[config.mk]
export PLATFORM = sky130hd
export DESIGN_NAME = apb_master_bridge_flat
export DESIGN_NICKNAME = d
export VERILOG_FILES = /design/src/rtl/apb_master_bridge_if.sv /design/src/rtl/apb_master_bridge.sv /design/src/flat_wrapper.sv
export SDC_FILE = /design/constraint.sdc
export NUM_CORES = 1
export LEC_CHECK = 0
export ABC_AREA = 1
export BUFFER_PORTS_ARGS = -buffer_cell sky130_fd_sc_hd__clkbuf_2
export CORE_MARGIN = 2
export CORE_UTILIZATION = 29
export CTS_CLUSTER_DIAMETER = 200
export CTS_CLUSTER_SIZE = 20
export DETAILED_ROUTE_END_ITERATION = 16
export PLACE_DENSITY = 0.66
export SYNTH_ARGS = -nofsm -noshare
export SYNTH_HDL_FRONTEND = slang
export SYNTH_SLANG_ARGS = --single-unit
[constraint.sdc]
create_clock -name APB_0_axiclk -period 1.91 [get_ports APB_0_axiclk]
set_clock_uncertainty 0.2 [all_clocks]
set_input_delay 0.0955 -clock APB_0_axiclk [delete_from_list [all_inputs] [get_ports APB_0_axiclk]]
set_output_delay 0.0955 -clock APB_0_axiclk [all_outputs]
set_load 0.005 [all_outputs]
[src/rtl/apb_master_bridge_if.sv]
// Command, response and APB3 signals of apb_master_bridge in one bundle.
// The master modport is the bridge side. The slave modport is the controller/APB side.
interface apb_master_bridge_if #(
   parameter int ADDR_W = 32
);
   logic              cmd_valid;
   logic              cmd_ready;
   logic              cmd_write;
   logic [ADDR_W-1:0] cmd_addr;
   logic [31:0]       cmd_wdata;

   logic              rsp_valid;
   logic              rsp_ready;
   logic [31:0]       rsp_rdata;
   logic              rsp_err;
   logic              rsp_timeout;

   logic [ADDR_W-1:0] APB_M_0_paddr;
   logic              APB_M_0_psel;
   logic              APB_M_0_penable;
   logic              APB_M_0_pwrite;
   logic [31:0]       APB_M_0_pwdata;
   logic [31:0]       APB_M_0_prdata;
   logic              APB_M_0_pready;
   logic              APB_M_0_pslverr;

   modport master (
      input  cmd_valid, cmd_write, cmd_addr, cmd_wdata, rsp_ready,
             APB_M_0_prdata, APB_M_0_pready, APB_M_0_pslverr,
      output cmd_ready, rsp_valid, rsp_rdata, rsp_err, rsp_timeout,
             APB_M_0_paddr, APB_M_0_psel, APB_M_0_penable, APB_M_0_pwrite, APB_M_0_pwdata
   );

   modport slave (
      output cmd_valid, cmd_write, cmd_addr, cmd_wdata, rsp_ready,
             APB_M_0_prdata, APB_M_0_pready, APB_M_0_pslverr,
      input  cmd_ready, rsp_valid, rsp_rdata, rsp_err, rsp_timeout,
             APB_M_0_paddr, APB_M_0_psel, APB_M_0_penable, APB_M_0_pwrite, APB_M_0_pwdata
   );
endinterface

[src/rtl/apb_master_bridge.sv]
// Single-outstanding APB3 initiator. Accept-to-rsp_valid latency is 3 + wait states (TIMEOUT + 2 on timeout).
// Response backpressure holds RESP, with cmd_ready low, until rsp_ready.
module apb_master_bridge #(
   parameter int ADDR_W  = 32,
   parameter int TIMEOUT = 16
) (
   input logic                 APB_0_axiclk,
   input logic                 APB_0_reset,
   apb_master_bridge_if.master bus
);
   localparam logic [1:0] IDLE   = 2'd0;
   localparam logic [1:0] SETUP  = 2'd1;
   localparam logic [1:0] ACCESS = 2'd2;
   localparam logic [1:0] RESP   = 2'd3;

   localparam logic [7:0] WAIT_LAST = 8'(TIMEOUT - 1);

   logic [1:0]        state;
   logic [7:0]        wait_cnt;
   logic [ADDR_W-1:0] addr_q;
   logic              write_q;
   logic [31:0]       wdata_q;
   logic [31:0]       rdata_q;
   logic              err_q;
   logic              timeout_q;

   always_ff @(posedge APB_0_axiclk) begin
      if (APB_0_reset) begin
         state     <= IDLE;
         wait_cnt  <= 8'd0;
         addr_q    <= '0;
         write_q   <= 1'b0;
         wdata_q   <= 32'd0;
         rdata_q   <= 32'd0;
         err_q     <= 1'b0;
         timeout_q <= 1'b0;
      end else begin
         case (state)
            IDLE: begin
               if (bus.cmd_valid) begin
                  addr_q  <= bus.cmd_addr;
                  write_q <= bus.cmd_write;
                  wdata_q <= bus.cmd_wdata;
                  state   <= SETUP;
               end
            end
            SETUP: begin
               wait_cnt <= 8'd0;
               state    <= ACCESS;
            end
            ACCESS: begin
               // pready wins over the timeout on the last allowed cycle.
               if (bus.APB_M_0_pready) begin
                  rdata_q   <= write_q ? 32'd0 : bus.APB_M_0_prdata;
                  err_q     <= bus.APB_M_0_pslverr;
                  timeout_q <= 1'b0;
                  state     <= RESP;
               end else if (wait_cnt == WAIT_LAST) begin
                  rdata_q   <= 32'd0;
                  err_q     <= 1'b1;
                  timeout_q <= 1'b1;
                  state     <= RESP;
               end else begin
                  wait_cnt <= wait_cnt + 8'd1;
               end
            end
            RESP: begin
               if (bus.rsp_ready) begin
                  state <= IDLE;
               end
            end
            default: state <= IDLE;
         endcase
      end
   end

   // Stale pready/pslverr outside ACCESS never reach any state above.
   assign bus.cmd_ready       = (state == IDLE);
   assign bus.rsp_valid       = (state == RESP);
   assign bus.rsp_rdata       = rdata_q;
   assign bus.rsp_err         = err_q;
   assign bus.rsp_timeout     = timeout_q;
   assign bus.APB_M_0_psel    = (state == SETUP) || (state == ACCESS);
   assign bus.APB_M_0_penable = (state == ACCESS);
   assign bus.APB_M_0_paddr   = addr_q;
   assign bus.APB_M_0_pwrite  = write_q;
   assign bus.APB_M_0_pwdata  = wdata_q;
endmodule

[src/flat_wrapper.sv]
// flat-port wrapper written by rule: the top's interface ports become plain ports
module apb_master_bridge_flat 
#(
   parameter int ADDR_W  = 32,
   parameter int TIMEOUT = 16
)
  (APB_0_axiclk, APB_0_reset, bus_cmd_valid, bus_cmd_write, bus_cmd_addr, bus_cmd_wdata, bus_rsp_ready, bus_APB_M_0_prdata, bus_APB_M_0_pready, bus_APB_M_0_pslverr, bus_cmd_ready, bus_rsp_valid, bus_rsp_rdata, bus_rsp_err, bus_rsp_timeout, bus_APB_M_0_paddr, bus_APB_M_0_psel, bus_APB_M_0_penable, bus_APB_M_0_pwrite, bus_APB_M_0_pwdata);
  apb_master_bridge_if #(.ADDR_W(ADDR_W)) bus_i ();
  input logic APB_0_axiclk;
  input logic APB_0_reset;
  input wire logic [$bits(bus_i.cmd_valid)-1:0] bus_cmd_valid;
  input wire logic [$bits(bus_i.cmd_write)-1:0] bus_cmd_write;
  input wire logic [$bits(bus_i.cmd_addr)-1:0] bus_cmd_addr;
  input wire logic [$bits(bus_i.cmd_wdata)-1:0] bus_cmd_wdata;
  input wire logic [$bits(bus_i.rsp_ready)-1:0] bus_rsp_ready;
  input wire logic [$bits(bus_i.APB_M_0_prdata)-1:0] bus_APB_M_0_prdata;
  input wire logic [$bits(bus_i.APB_M_0_pready)-1:0] bus_APB_M_0_pready;
  input wire logic [$bits(bus_i.APB_M_0_pslverr)-1:0] bus_APB_M_0_pslverr;
  output wire logic [$bits(bus_i.cmd_ready)-1:0] bus_cmd_ready;
  output wire logic [$bits(bus_i.rsp_valid)-1:0] bus_rsp_valid;
  output wire logic [$bits(bus_i.rsp_rdata)-1:0] bus_rsp_rdata;
  output wire logic [$bits(bus_i.rsp_err)-1:0] bus_rsp_err;
  output wire logic [$bits(bus_i.rsp_timeout)-1:0] bus_rsp_timeout;
  output wire logic [$bits(bus_i.APB_M_0_paddr)-1:0] bus_APB_M_0_paddr;
  output wire logic [$bits(bus_i.APB_M_0_psel)-1:0] bus_APB_M_0_psel;
  output wire logic [$bits(bus_i.APB_M_0_penable)-1:0] bus_APB_M_0_penable;
  output wire logic [$bits(bus_i.APB_M_0_pwrite)-1:0] bus_APB_M_0_pwrite;
  output wire logic [$bits(bus_i.APB_M_0_pwdata)-1:0] bus_APB_M_0_pwdata;
  assign bus_i.cmd_valid = bus_cmd_valid;
  assign bus_i.cmd_write = bus_cmd_write;
  assign bus_i.cmd_addr = bus_cmd_addr;
  assign bus_i.cmd_wdata = bus_cmd_wdata;
  assign bus_i.rsp_ready = bus_rsp_ready;
  assign bus_i.APB_M_0_prdata = bus_APB_M_0_prdata;
  assign bus_i.APB_M_0_pready = bus_APB_M_0_pready;
  assign bus_i.APB_M_0_pslverr = bus_APB_M_0_pslverr;
  assign bus_cmd_ready = bus_i.cmd_ready;
  assign bus_rsp_valid = bus_i.rsp_valid;
  assign bus_rsp_rdata = bus_i.rsp_rdata;
  assign bus_rsp_err = bus_i.rsp_err;
  assign bus_rsp_timeout = bus_i.rsp_timeout;
  assign bus_APB_M_0_paddr = bus_i.APB_M_0_paddr;
  assign bus_APB_M_0_psel = bus_i.APB_M_0_psel;
  assign bus_APB_M_0_penable = bus_i.APB_M_0_penable;
  assign bus_APB_M_0_pwrite = bus_i.APB_M_0_pwrite;
  assign bus_APB_M_0_pwdata = bus_i.APB_M_0_pwdata;
  apb_master_bridge #(.ADDR_W(ADDR_W), .TIMEOUT(TIMEOUT)) u_core (.APB_0_axiclk(APB_0_axiclk), .APB_0_reset(APB_0_reset), .bus(bus_i));
endmodule
==> out/metrics.yaml, run 1 <==
cells_and_area:
  layout.filler_cells: 1365
  diodes: 0
  syn_to_final_growth_pct: 58.5
  fraction_of_layout_instances_using_a_drive_strength_above_1_pct: 31.0
  finalNetCount: 943
  final_cell_area_excluding_filler_cells_um2: 6710
detailed_routing:
  m1WireLength_mm: 5.86
  detail_route.first_pass.iterations: 4
  wl_met2_mm: 5.70
  route.final.wire_length_mm: 13.0
  top_layer_in_use: "met4"
  wl_met3_mm: 1.22
  route.detailed.vias_per_inst: 4.50
  route.antenna.remaining_nets: 0
  vias: 4605
  avgRoutedWirePerCell_um: 12.7
  detail_route.iter0.violations: 178
  post-route-drc-count: 0
placement:
  half_perimeter_wire_length_of_the_detailed_placement_result_mm: 7.72
  post_placement_setup_slack_ps: -25.4
  routability_cong: 0.769
  port_buffers: 205
  detailed_place.area_um2: 5390
global_route:
  largest_net_degree_at_the_start_of_global_routing: 73
  initial_antenna_violation_count: 0
  grt_pass1_vias: 4545
  global_routing_usage_summed_across_all_routing_layers_pct: 16.7
  grt_first_pass_wirelength_mm: 21.5
  grt_overflow: 0
synth:
  post-synth-top-area-fraction_pct: 51.6
  asyncSetResetFlopFracSynth_pct: 0
  yosysMostFrequentCell: "sky130_fd_sc_hd__nor2_1"
  synthesized_netlist_cell_count: 543
  ys.flop_type: "sky130_fd_sc_hd__dfxtp_1"
  synth.net_count: 651
  synth_top_cell_by_area: "sky130_fd_sc_hd__dfxtp_1"
  syn-cell-area_um2: 4230
  synth.distinct_cells: 25
  postSynthRegisterBits: 109
  post_synth.cell_area_avg_um2: 7.79
  synth.yosys.warnings: 0
  synth_enable_flop_cells: 0
  yosysSeqAreaShare_pct: 51.6
  synth.top_cells.by_area: "sky130_fd_sc_hd__dfxtp_1, sky130_fd_sc_hd__nor2_1, sky130_fd_sc_hd__o21ai_0, sky130_fd_sc_hd__a21oi_1, sky130_fd_sc_hd__nand3_1"
  ys_top_cells_by_count: "sky130_fd_sc_hd__nor2_1, sky130_fd_sc_hd__dfxtp_1, sky130_fd_sc_hd__o21ai_0"
clocking:
  cts_tree: "yes"
  h-tree-depth: 3
  worstSkewPairLatency_ps: 340
  worst_setup_hold_path_clk_slew_ps: 70
  cts_root_buffer: "sky130_fd_sc_hd__clkbuf_16"
  cts-buffers-inserted: 9
  cts_setup_buffers: 0
  cts_sinks: 109
  cts-root-to-sink-buffers: 2
timing:
  fin_ws_ps: 156
  fin_crit_share_pct: 91.8
  max_freq_mhz: 570
  timing.final.crit_period_ps: 1750
  setup_violations: 0
  finalHoldViolCount: 0
  final-max-slew-violation-count: 0
  worst_slew_pin_slew_ps: 427
  maxSlewHeadroom_pct: 71.5
  unrepaired_setup_endpoints_after_global_routing: "no"
pwr:
  power-per-cell-area_nw_per_um2: 1070
  power.ir.vdd_worst_v: 0.000674
  leakage_component_of_the_power_nw: 3.04
  finalPower_mw: 7.20
worst_setup_path:
  cp.arrival_ps: 1840
  timing.critical_path.to_type: "flip-flop"
  timing.critical_path.buf_inv: 3
  criticalPathCategory: "reg -> reg"
  required_ps: 1990
  slowest_delay_ps: 320
  cp_top_family: "simple AND/OR/NAND/NOR gates"
  crit_fanout: 5
  slowest_stage_cell_cp: "sky130_fd_sc_hd__dfxtp_1"
  critPathLaunchType: "flip-flop"
  critical_path.cell_chain: "inv_1 -> ha_2 -> buf_4 -> inv_1 -> nor2_1 -> nand2_1 -> o21ai_0 -> nand2_1 -> nor2_1"
status:
  status: "finished, final reports clean"
min_path:
  min-delay-path-class: "in -> reg"
floorplan:
  die_area_um2: 15600
  core_region_area_um2: 14400
  effective_utilization_at_floorplan_pct: 29.4
  width_of_the_die_um: 125
  fp.dieH_um: 125
  pin_count: 206
  fp-row-count: 44
flow_run:
  max_cap_violations: 0
state kept, by name, indices dropped and copies added, names as in the netlist:
name and cells:
u_core.bus.APB_M_0_paddr 32, u_core.bus.APB_M_0_pwdata 32, u_core.bus.APB_M_0_pwrite 1, u_core.bus.rsp_err 1, u_core.bus.rsp_rdata 32, u_core.bus.rsp_timeout 1
u_core.state 2, u_core.wait_cnt 8
final cells by class:
| type | instances | area [µm²] | share of cell area (%) |
|---|---|---|---|
| Clock inverter | 6 | 43.8 | 0.653 |
| Sequential cell | 109 | 2180 | 32.5 |
| Timing Repair Buffer | 317 | 2160 | 32.2 |
| Inverter | 25 | 98.8 | 1.47 |
| Multi-Input combinational cell | 373 | 1760 | 26.2 |
| Tap cell | 184 | 230 | 3.43 |
| Clock buffer | 10 | 239 | 3.56 |
metrics by stage:
step | instances | utilization (%) | TNS [ps] | hold slack [ps]
after detailed placement | 907 | 37.5 | -49.6 | 150
after floorplan | 543 | - | 0 | 55.4
after global placement | 907 | 37.5 | 0 | 143
final | 1024 | 46.7 | 0 | 80.6
after global routing | 1024 | 46.7 | 0 | 89.7
after CTS | 1024 | 46.6 | 0 | 65.6
cells by family (layout without fill, tap and decap cells):
logic type | count (synthesis) | after routing | synth area share [%]
and+or+nand+nor | 255 | 255 | 26.0
AOI/OAI and AO/OA | 113 | 113 | 13.9
DFF | 109 | 109 | 51.6
buffers and inverters | 61 | 358 | 7.13
adders and majority gates | 5 | 5 | 1.48
final timing paths:
kind / startpoint / to / slack (ps) / cells after the start
max reg2reg: u_core.state[0] / u_core.wait_cnt[0] / 160 / 9
min: APB_0_reset / u_core.bus.rsp_rdata[13] / 80 / 3
min reg2reg: u_core.bus.rsp_rdata[22] / u_core.bus.rsp_rdata[22] / 270 / 2
max: u_core.state[0] / u_core.wait_cnt[0] / 160 / 9
worst register-to-register path, stage by stage (launching register included):
cell and delay (ps):
sky130_fd_sc_hd__dfxtp_1 320, sky130_fd_sc_hd__inv_1 100, sky130_fd_sc_hd__ha_2 250, sky130_fd_sc_hd__buf_4 150, sky130_fd_sc_hd__inv_1 80, sky130_fd_sc_hd__nor2_1 140, sky130_fd_sc_hd__nand2_1 120, sky130_fd_sc_hd__o21ai_0 180
sky130_fd_sc_hd__nand2_1 70, sky130_fd_sc_hd__nor2_1 80
power breakdown:
part	switching (mW)	internal (mW)	total [mW]
sequential	0.265	2.74	3.00
combinational	1.37	1.05	2.42
clock	0.854	0.928	1.78
routing by layer:
metal  vias up  GRT usage, %
met1      2054          20.3
met5         -             0
met4         0          6.35
met3        17          6.06
met2       194          26.9
li1       2340             -
cells in the final DEF (no fill, tap or decap), types with 2 or more instances in the layout:
master                          count
sky130_fd_sc_hd__clkbuf_16          9
sky130_fd_sc_hd__ha_1               4
sky130_fd_sc_hd__a21oi_2            5
sky130_fd_sc_hd__buf_12             2
sky130_fd_sc_hd__nor2_2             2
sky130_fd_sc_hd__clkbuf_2         205
sky130_fd_sc_hd__nand3_1           36
sky130_fd_sc_hd__nand4_1            6
sky130_fd_sc_hd__dlygate4sd3_1    101
sky130_fd_sc_hd__inv_6              3
sky130_fd_sc_hd__dfxtp_1          109
sky130_fd_sc_hd__o21ai_0           70
sky130_fd_sc_hd__inv_1             22
sky130_fd_sc_hd__nand2_1           44
sky130_fd_sc_hd__nand2_2           13
sky130_fd_sc_hd__nor2_1           147
sky130_fd_sc_hd__nor2_4             2
sky130_fd_sc_hd__a21oi_1           36
sky130_fd_sc_hd__buf_4              7
sky130_fd_sc_hd__nor3_1             2
sky130_fd_sc_hd__clkinv_2           2
repair_timing:
item,CTS,global route
setup endpoints to repair,21,74
hold endpoints to repair,102,0
hold buffers,101,0
resized for setup,1,5
Power figures use the tool's default switching activity.
==> run 2: changes to the inputs <==
--- a/config.mk
+++ b/config.mk
@@ -5,7 +5,6 @@
 export SDC_FILE = /design/constraint.sdc
 export NUM_CORES = 1
 export LEC_CHECK = 0
-export ABC_AREA = 1
 export BUFFER_PORTS_ARGS = -buffer_cell sky130_fd_sc_hd__clkbuf_2
 export CORE_MARGIN = 2
 export CORE_UTILIZATION = 29
==> out/metrics.yaml, run 2 <==
detailed_routing:
  detail_route.iter0.violations: 155  # -13%
  route.final.wire_length_mm: 12.9  # -0.90%
  avgRoutedWirePerCell_um: 13.0  # +2.6%
  route.detailed.vias_per_inst: 4.45  # -1.1%
  post-route-drc-count: 0  # unchanged
  route.antenna.remaining_nets: 0  # unchanged
  detail_route.first_pass.iterations: 4  # unchanged
  vias: 4397  # -4.5%
cells_and_area:
  layout.filler_cells: 1332  # -2.4%
  mostFrequentLayoutCells: "sky130_fd_sc_hd__clkbuf_2, sky130_fd_sc_hd__nand2_1, sky130_fd_sc_hd__dfxtp_1"
  syn_to_final_growth_pct: 64.3
  layout.cells.most_common: "sky130_fd_sc_hd__clkbuf_2"
  diodes: 0  # unchanged
  finalNetCount: 912  # -3.3%
  fraction_of_layout_instances_using_a_drive_strength_above_1_pct: 30.9  # -0.050 points
global_route:
  grt_pass1_vias: 4228  # -7.0%
  global_routing_usage_summed_across_all_routing_layers_pct: 16.4  # -0.33 points
  grt_overflow: 0  # unchanged
  initial_antenna_violation_count: 0  # unchanged
  grt_first_pass_wirelength_mm: 19.9  # -7.5%
  largest_net_degree_at_the_start_of_global_routing: 58  # -21%
synth:
  ys.flop_type: "sky130_fd_sc_hd__dfxtp_1"
  postSynthRegisterBits: 109  # unchanged
  synth.top_cells.by_area: "sky130_fd_sc_hd__dfxtp_1, sky130_fd_sc_hd__nand2_1, sky130_fd_sc_hd__a21oi_1, sky130_fd_sc_hd__mux2i_1, sky130_fd_sc_hd__clkbuf_1"
  post-synth-top-area-fraction_pct: 52.3  # +0.73 points
  syn-cell-area_um2: 4170  # -1.4%
  ys_top_cells_by_count: "sky130_fd_sc_hd__nand2_1, sky130_fd_sc_hd__dfxtp_1, sky130_fd_sc_hd__a21oi_1"
  yosysMostFrequentCell: "sky130_fd_sc_hd__nand2_1"
  synth_top_cell_by_area: "sky130_fd_sc_hd__dfxtp_1"
  synth.net_count: 610  # -6.3%
  post_synth.cell_area_avg_um2: 8.31  # +6.7%
  synth.yosys.warnings: 0  # unchanged
  asyncSetResetFlopFracSynth_pct: 0  # unchanged
  synth_enable_flop_cells: 0  # unchanged
  synth.distinct_cells: 39  # +56%
  synthesized_netlist_cell_count: 502  # -7.6%
  yosysSeqAreaShare_pct: 52.3  # +0.73 points
flow_run:
  max_cap_violations: 0  # unchanged
timing:
  worst_slew_pin_slew_ps: 463  # +36.2 ps
  setup_violations: 0  # unchanged
  maxSlewHeadroom_pct: 69.1  # -2.4 points
  fin_crit_share_pct: 94.9  # +3.0 points
  max_freq_mhz: 552  # -3.2%
  unrepaired_setup_endpoints_after_global_routing: "no"
  timing.final.crit_period_ps: 1810  # +57.9 ps
  tns_ps: 0  # unchanged
  holdWs_ps: 254  # +173 ps
  final-max-slew-violation-count: 0  # unchanged
  finalHoldViolCount: 0  # unchanged
  fin_ws_ps: 97.9  # -57.9 ps
worst_setup_path:
  critPathLaunchType: "flip-flop"
  required_ps: 1990  # about the same
  cp.arrival_ps: 1890  # +50 ps
  slowest_delay_ps: 460  # +140 ps
  slowest_stage_cell_cp: "sky130_fd_sc_hd__or4_1"
  worst-r2r-setup-slack_ps: 100  # -60 ps
  critical_path.cell_chain: "ha_2 -> and4b_4 -> a21o_1 -> or4_1 -> a31oi_1"
  timing.critical_path.buf_inv: 0  # -3
  worstSetupPathDepth: 5  # -4
  timing.critical_path.to_type: "flip-flop"
  worst_r2r_path_depth: 5  # -4
  criticalPathCategory: "reg -> reg"
  cp_top_family: "simple AND/OR/NAND/NOR gates"
  crit_fanout: 5  # unchanged
clocking:
  cts_tree: "yes"
  cts_sinks: 109  # unchanged
  h-tree-depth: 3  # unchanged
  cts-buffers-inserted: 9  # unchanged
  worstSkewPairLatency_ps: 350  # about the same
  cts-root-to-sink-buffers: 2  # unchanged
  cts_root_buffer: "sky130_fd_sc_hd__clkbuf_16"
  worst_setup_hold_path_clk_slew_ps: 70  # about the same
floorplan:
  fp-row-count: 43  # -2.3%
  width_of_the_die_um: 124  # -0.67%
  core_region_area_um2: 14000  # -2.6%
  pin_count: 206  # unchanged
  die_area_um2: 15400  # -1.3%
  effective_utilization_at_floorplan_pct: 29.8  # +0.38 points
  fp.dieH_um: 124  # -0.67%
status:
  status: "finished, final reports clean"
min_path:
  hold_depth: 2  # -1
  min-delay-path-class: "reg -> reg"
placement:
  half_perimeter_wire_length_of_the_detailed_placement_result_mm: 7.71  # -0.11%
  post_placement_setup_slack_ps: 15.8  # +41.2 ps
  routability_cong: 0.743  # -3.3%
  port_buffers: 205  # unchanged
pwr:
  leakage_component_of_the_power_nw: 3.03  # -0.38%
  power.ir.vdd_worst_v: 0.000411  # -39%
  power-per-cell-area_nw_per_um2: 976  # -9.2%
==> run 2: cell families after synthesis <==
group / synth area share [%]
simple gates: 22.6
buf+inv: 3.87
mux: 7.92
flops: 52.3
compound gates: 11.8
fa+ha+maj: 1.50
==> run 2: worst paths after layout <==
kind | startpoint | end
worst max-delay path | u_core.wait_cnt[1] | u_core.wait_cnt[3]
worst min-delay path | u_core.bus.rsp_rdata[21] | u_core.bus.rsp_rdata[21]
worst max register to register | u_core.wait_cnt[1] | u_core.wait_cnt[3]
worst min register to register | u_core.bus.rsp_rdata[21] | u_core.bus.rsp_rdata[21]
==> run 2: final cells by class <==
| cell class | count | area, µm² | share of cell area, % |
|---|---|---|---|
| clock buffers | 10 | 239 | 3.49 |
| clock inverters | 6 | 109 | 1.59 |
| inverters | 6 | 22.5 | 0.328 |
| multi-input cells | 353 | 1840 | 26.9 |
| flip-flops and latches | 109 | 2180 | 31.8 |
| well taps | 180 | 225 | 3.28 |
| repair buffers | 325 | 2240 | 32.6 |
==> run 2: power breakdown <==
group | switching, mW | total [mW] | internal [mW]
registers | 0.143 | 2.69 | 2.55
logic | 0.985 | 1.84 | 0.855
clock network | 0.843 | 2.16 | 1.32
total | 1.97 | 6.69 | 4.72
==> run 2: per-layer routing <==
layer	track usage [%]	wire, µm	up-vias
li1	-	-	2259
met1	17.8	5180	1974
met2	29.8	6460	140
met3	4.76	944	24
met4	6.39	293	0
met5	0	0	-
==> run 2: timing repair <==
item,4_1_cts,5_1_grt
buffers inserted,0,0
setup endpoints to repair,0,36
hold buffers,102,0
endpoints found under the hold margin,103,0
gates resized for setup,0,3
==> run 2: worst register-to-register path, stage by stage, from the launching register on <==
cell and delay, ps:
sky130_fd_sc_hd__dfxtp_2 350, sky130_fd_sc_hd__ha_2 200, sky130_fd_sc_hd__and4b_4 190, sky130_fd_sc_hd__a21o_1 180, sky130_fd_sc_hd__or4_1 460, sky130_fd_sc_hd__a31oi_1 160
==> run 2: stage by stage <==
step / utilization (%) / cells / power (mW) / instance area [µm²]
finish: 49.0 / 989 / 6.69 / 6860
global route: 49.0 / 989 / 7.08 / 6860
CTS: 49.0 / 989 / 6.76 / 6850
detailed placement: 39.2 / 871 / 4.41 / 5480
global placement: 39.2 / 871 / 4.40 / 5480
floorplan: - / 502 / 3.65 / 4170
==> run 3: changes to the inputs <==
--- a/config.mk
+++ b/config.mk
@@ -6,12 +6,13 @@
 export NUM_CORES = 1
 export LEC_CHECK = 0
 export BUFFER_PORTS_ARGS = -buffer_cell sky130_fd_sc_hd__clkbuf_2
+export CAP_MARGIN = 20
 export CORE_MARGIN = 2
 export CORE_UTILIZATION = 29
 export CTS_CLUSTER_DIAMETER = 200
 export CTS_CLUSTER_SIZE = 20
 export DETAILED_ROUTE_END_ITERATION = 16
-export PLACE_DENSITY = 0.66
+export PLACE_DENSITY = 0.68
 export SYNTH_ARGS = -nofsm -noshare
 export SYNTH_HDL_FRONTEND = slang
 export SYNTH_SLANG_ARGS = --single-unit
==> constraint.sdc (replaced) <==
create_clock -name APB_0_axiclk -period 1.6 [get_ports APB_0_axiclk]
set_clock_uncertainty 0.2 [all_clocks]
set_input_delay 0.08 -clock APB_0_axiclk [delete_from_list [all_inputs] [get_ports APB_0_axiclk]]
set_output_delay 0.08 -clock APB_0_axiclk [all_outputs]
set_load 0.005 [all_outputs]
==> out/metrics.yaml, run 3 (synthesis results as in run 2) <==
cells_and_area:
  layout.cells.most_common: "sky130_fd_sc_hd__clkbuf_2"
  core_util_final_pct: 51.3  # +2.2 points
  diodes: 0  # unchanged
  finalNetCount: 935  # +2.5%
  mostFrequentLayoutCells: "sky130_fd_sc_hd__clkbuf_2, sky130_fd_sc_hd__nand2_1, sky130_fd_sc_hd__dfxtp_1"
  final-instance-count-excl-fill: 1012  # +2.3%
  fraction_of_layout_instances_using_a_drive_strength_above_1_pct: 34.5  # +3.6 points
  syn_to_final_growth_pct: 71.8
worst_setup_path:
  criticalPathCategory: "reg -> reg"
  cp.arrival_ps: 1770  # -120 ps
  required_ps: 1640  # -350 ps
  timing.critical_path.to_type: "flip-flop"
  timing.critical_path.buf_inv: 2  # +2
  cp_top_family: "compound AO/OA/AOI/OAI gates"
  crit_fanout: 7  # +2
  critPathLaunchType: "flip-flop"
  critical_path.cell_chain: "ha_4 -> and4b_4 -> a21oi_4 -> nor2_4 -> buf_12 -> buf_4 -> o221a_1"
  slowest_delay_ps: 360  # -100 ps
  slowest_stage_cell_cp: "sky130_fd_sc_hd__dfxtp_4"
timing:
  fin_crit_share_pct: 108  # +13 points
  final-max-slew-violation-count: 0  # unchanged
  max_freq_mhz: 579  # +5.0%
  maxSlewHeadroom_pct: 75.9  # +6.8 points
  worst_slew_pin_slew_ps: 353  # -111 ps
  setup_violations: 40  # +40
  finalHoldViolCount: 0  # unchanged
  timing.final.crit_period_ps: 1730  # -86.0 ps
  unrepaired_setup_endpoints_after_global_routing: "yes"
  holdWs_ps: 13.7  # -240 ps
  fin_ws_ps: -126  # -224 ps
clocking:
  cts_root_buffer: "sky130_fd_sc_hd__clkbuf_16"
  cts-root-to-sink-buffers: 2  # unchanged
  cts_tree: "yes"
  cts-buffers-inserted: 9  # unchanged
  cts_sinks: 109  # unchanged
  h-tree-depth: 3  # unchanged
  worstSkewPairLatency_ps: 350  # about the same
  worst_setup_hold_path_clk_slew_ps: 70  # about the same
floorplan:
  effective_utilization_at_floorplan_pct: 29.8  # unchanged
  fp-row-count: 43  # unchanged
  fp.dieH_um: 124  # unchanged
  die_area_um2: 15400  # unchanged
  pin_count: 206  # unchanged
  width_of_the_die_um: 124  # unchanged
  core_region_area_um2: 14000  # unchanged
min_path:
  min-delay-path-class: "in -> reg"
global_route:
  largest_net_degree_at_the_start_of_global_routing: 65  # +12%
  grt_first_pass_wirelength_mm: 19.8  # -0.21%
  initial_antenna_violation_count: 0  # unchanged
  global_routing_usage_summed_across_all_routing_layers_pct: 16.3  # -0.029 points
  grt_pass1_vias: 4322  # +2.2%
  grt_overflow: 0  # unchanged
flow_run:
  max_cap_violations: 0  # unchanged
detailed_routing:
  route.final.wire_length_mm: 13.5  # +4.6%
  route.detailed.vias_per_inst: 4.53  # +2.0%
  avgRoutedWirePerCell_um: 13.3  # +2.2%
  route.antenna.remaining_nets: 0  # unchanged
  detail_route.iter0.violations: 130  # -16%
  vias: 4589  # +4.4%
  post-route-drc-count: 0  # unchanged
  detail_route.first_pass.iterations: 4  # unchanged
pwr:
  leakage_component_of_the_power_nw: 3.17  # +4.8%
  power.ir.vdd_worst_v: 0.000657  # +60%
  power-per-cell-area_nw_per_um2: 1130  # +16%
placement:
  routability_cong: 0.788  # +5.9%
  port_buffers: 205  # unchanged
  post_placement_setup_slack_ps: -160  # -176 ps
  half_perimeter_wire_length_of_the_detailed_placement_result_mm: 8.11  # +5.1%
  dp.cells: 888  # +2.0%
status:
  failed_checks: "setup timing"
  status: "finished with violations"
==> run 3: changes by cell type in the layout (fill, tap and decap cells not counted), sizes merged <==
cell | previous run | this run
inv | 7 | 8
clkinvlp | 0 | 1
clkinv | 2 | 1
buf | 18 | 41
clkbuf | 215 | 218
bufinv | 3 | 1
dlygate4sd3 | 102 | 100
==> run 3: cell type report <==
type	instances	area [µm²]
Clock buffer	11	243
Clock inverter	5	57.6
Fill cell	1290	6820
Inverter	6	25.0
Multi-Input combinational cell	353	1910
Sequential cell	109	2190
Tap cell	180	225
Timing Repair Buffer	348	2510
==> run 3: metrics by stage <==
stage          power, mW  instance area [µm²]  setup TNS (ps)
2_1_floorplan       4.47                 4260           -1420
3_3_place_gp        5.39                 5690           -3150
3_5_place_dp        5.42                 5690           -4080
4_1_cts             7.98                 7020           -3510
5_1_grt             8.60                 7170           -5340
6_report            8.11                 7170           -2910
==> run 3: where the power goes <==
part           leakage [nW]  total, mW  switching, mW  internal (mW)
combinational          2.14       2.62           1.30           1.32
sequential            0.891       3.22          0.176           3.04
clock                 0.146       2.27           1.01           1.26
==> run 3: worst register-to-register path: stages (launching register included) <==
cell                      delay [ps]
sky130_fd_sc_hd__dfxtp_4         360
sky130_fd_sc_hd__ha_4            160
sky130_fd_sc_hd__and4b_4         190
sky130_fd_sc_hd__a21oi_4         150
sky130_fd_sc_hd__nor2_4           60
sky130_fd_sc_hd__buf_12          140
sky130_fd_sc_hd__buf_4           130
sky130_fd_sc_hd__o221a_1         220
==> run 3: worst paths after layout <==
path | end | startpoint | slack (ps) | cells past startpoint
worst min register to register | u_core.bus.APB_M_0_paddr[16] | u_core.bus.APB_M_0_paddr[16] | 260 | 2
worst max-delay path | u_core.bus.rsp_err | u_core.wait_cnt[0] | -130 | 7
worst max register to register | u_core.bus.rsp_err | u_core.wait_cnt[0] | -130 | 7
worst min-delay path | u_core.bus.APB_M_0_pwdata[4] | bus_cmd_valid | 10 | 4
==> run 3: per-layer routing <==
layer | GRT usage (%) | vias up | wire length (µm)
met5 | 0 | - | 0
met4 | 6.11 | 0 | 351
met3 | 5.04 | 28 | 918
met2 | 29.9 | 159 | 6980
met1 | 17.6 | 2105 | 5220
li1 | - | 2297 | -
==> run 3: repair_timing <==
action | 4_1_cts | 5_1_grt
pin swaps | 6 | 9
buffers inserted | 1 | 3
hold buffers | 100 | 0
hold endpoints to repair | 100 | 0
setup endpoints to repair | 38 | 62
cloned | 0 | 4
resized for setup | 6 | 10
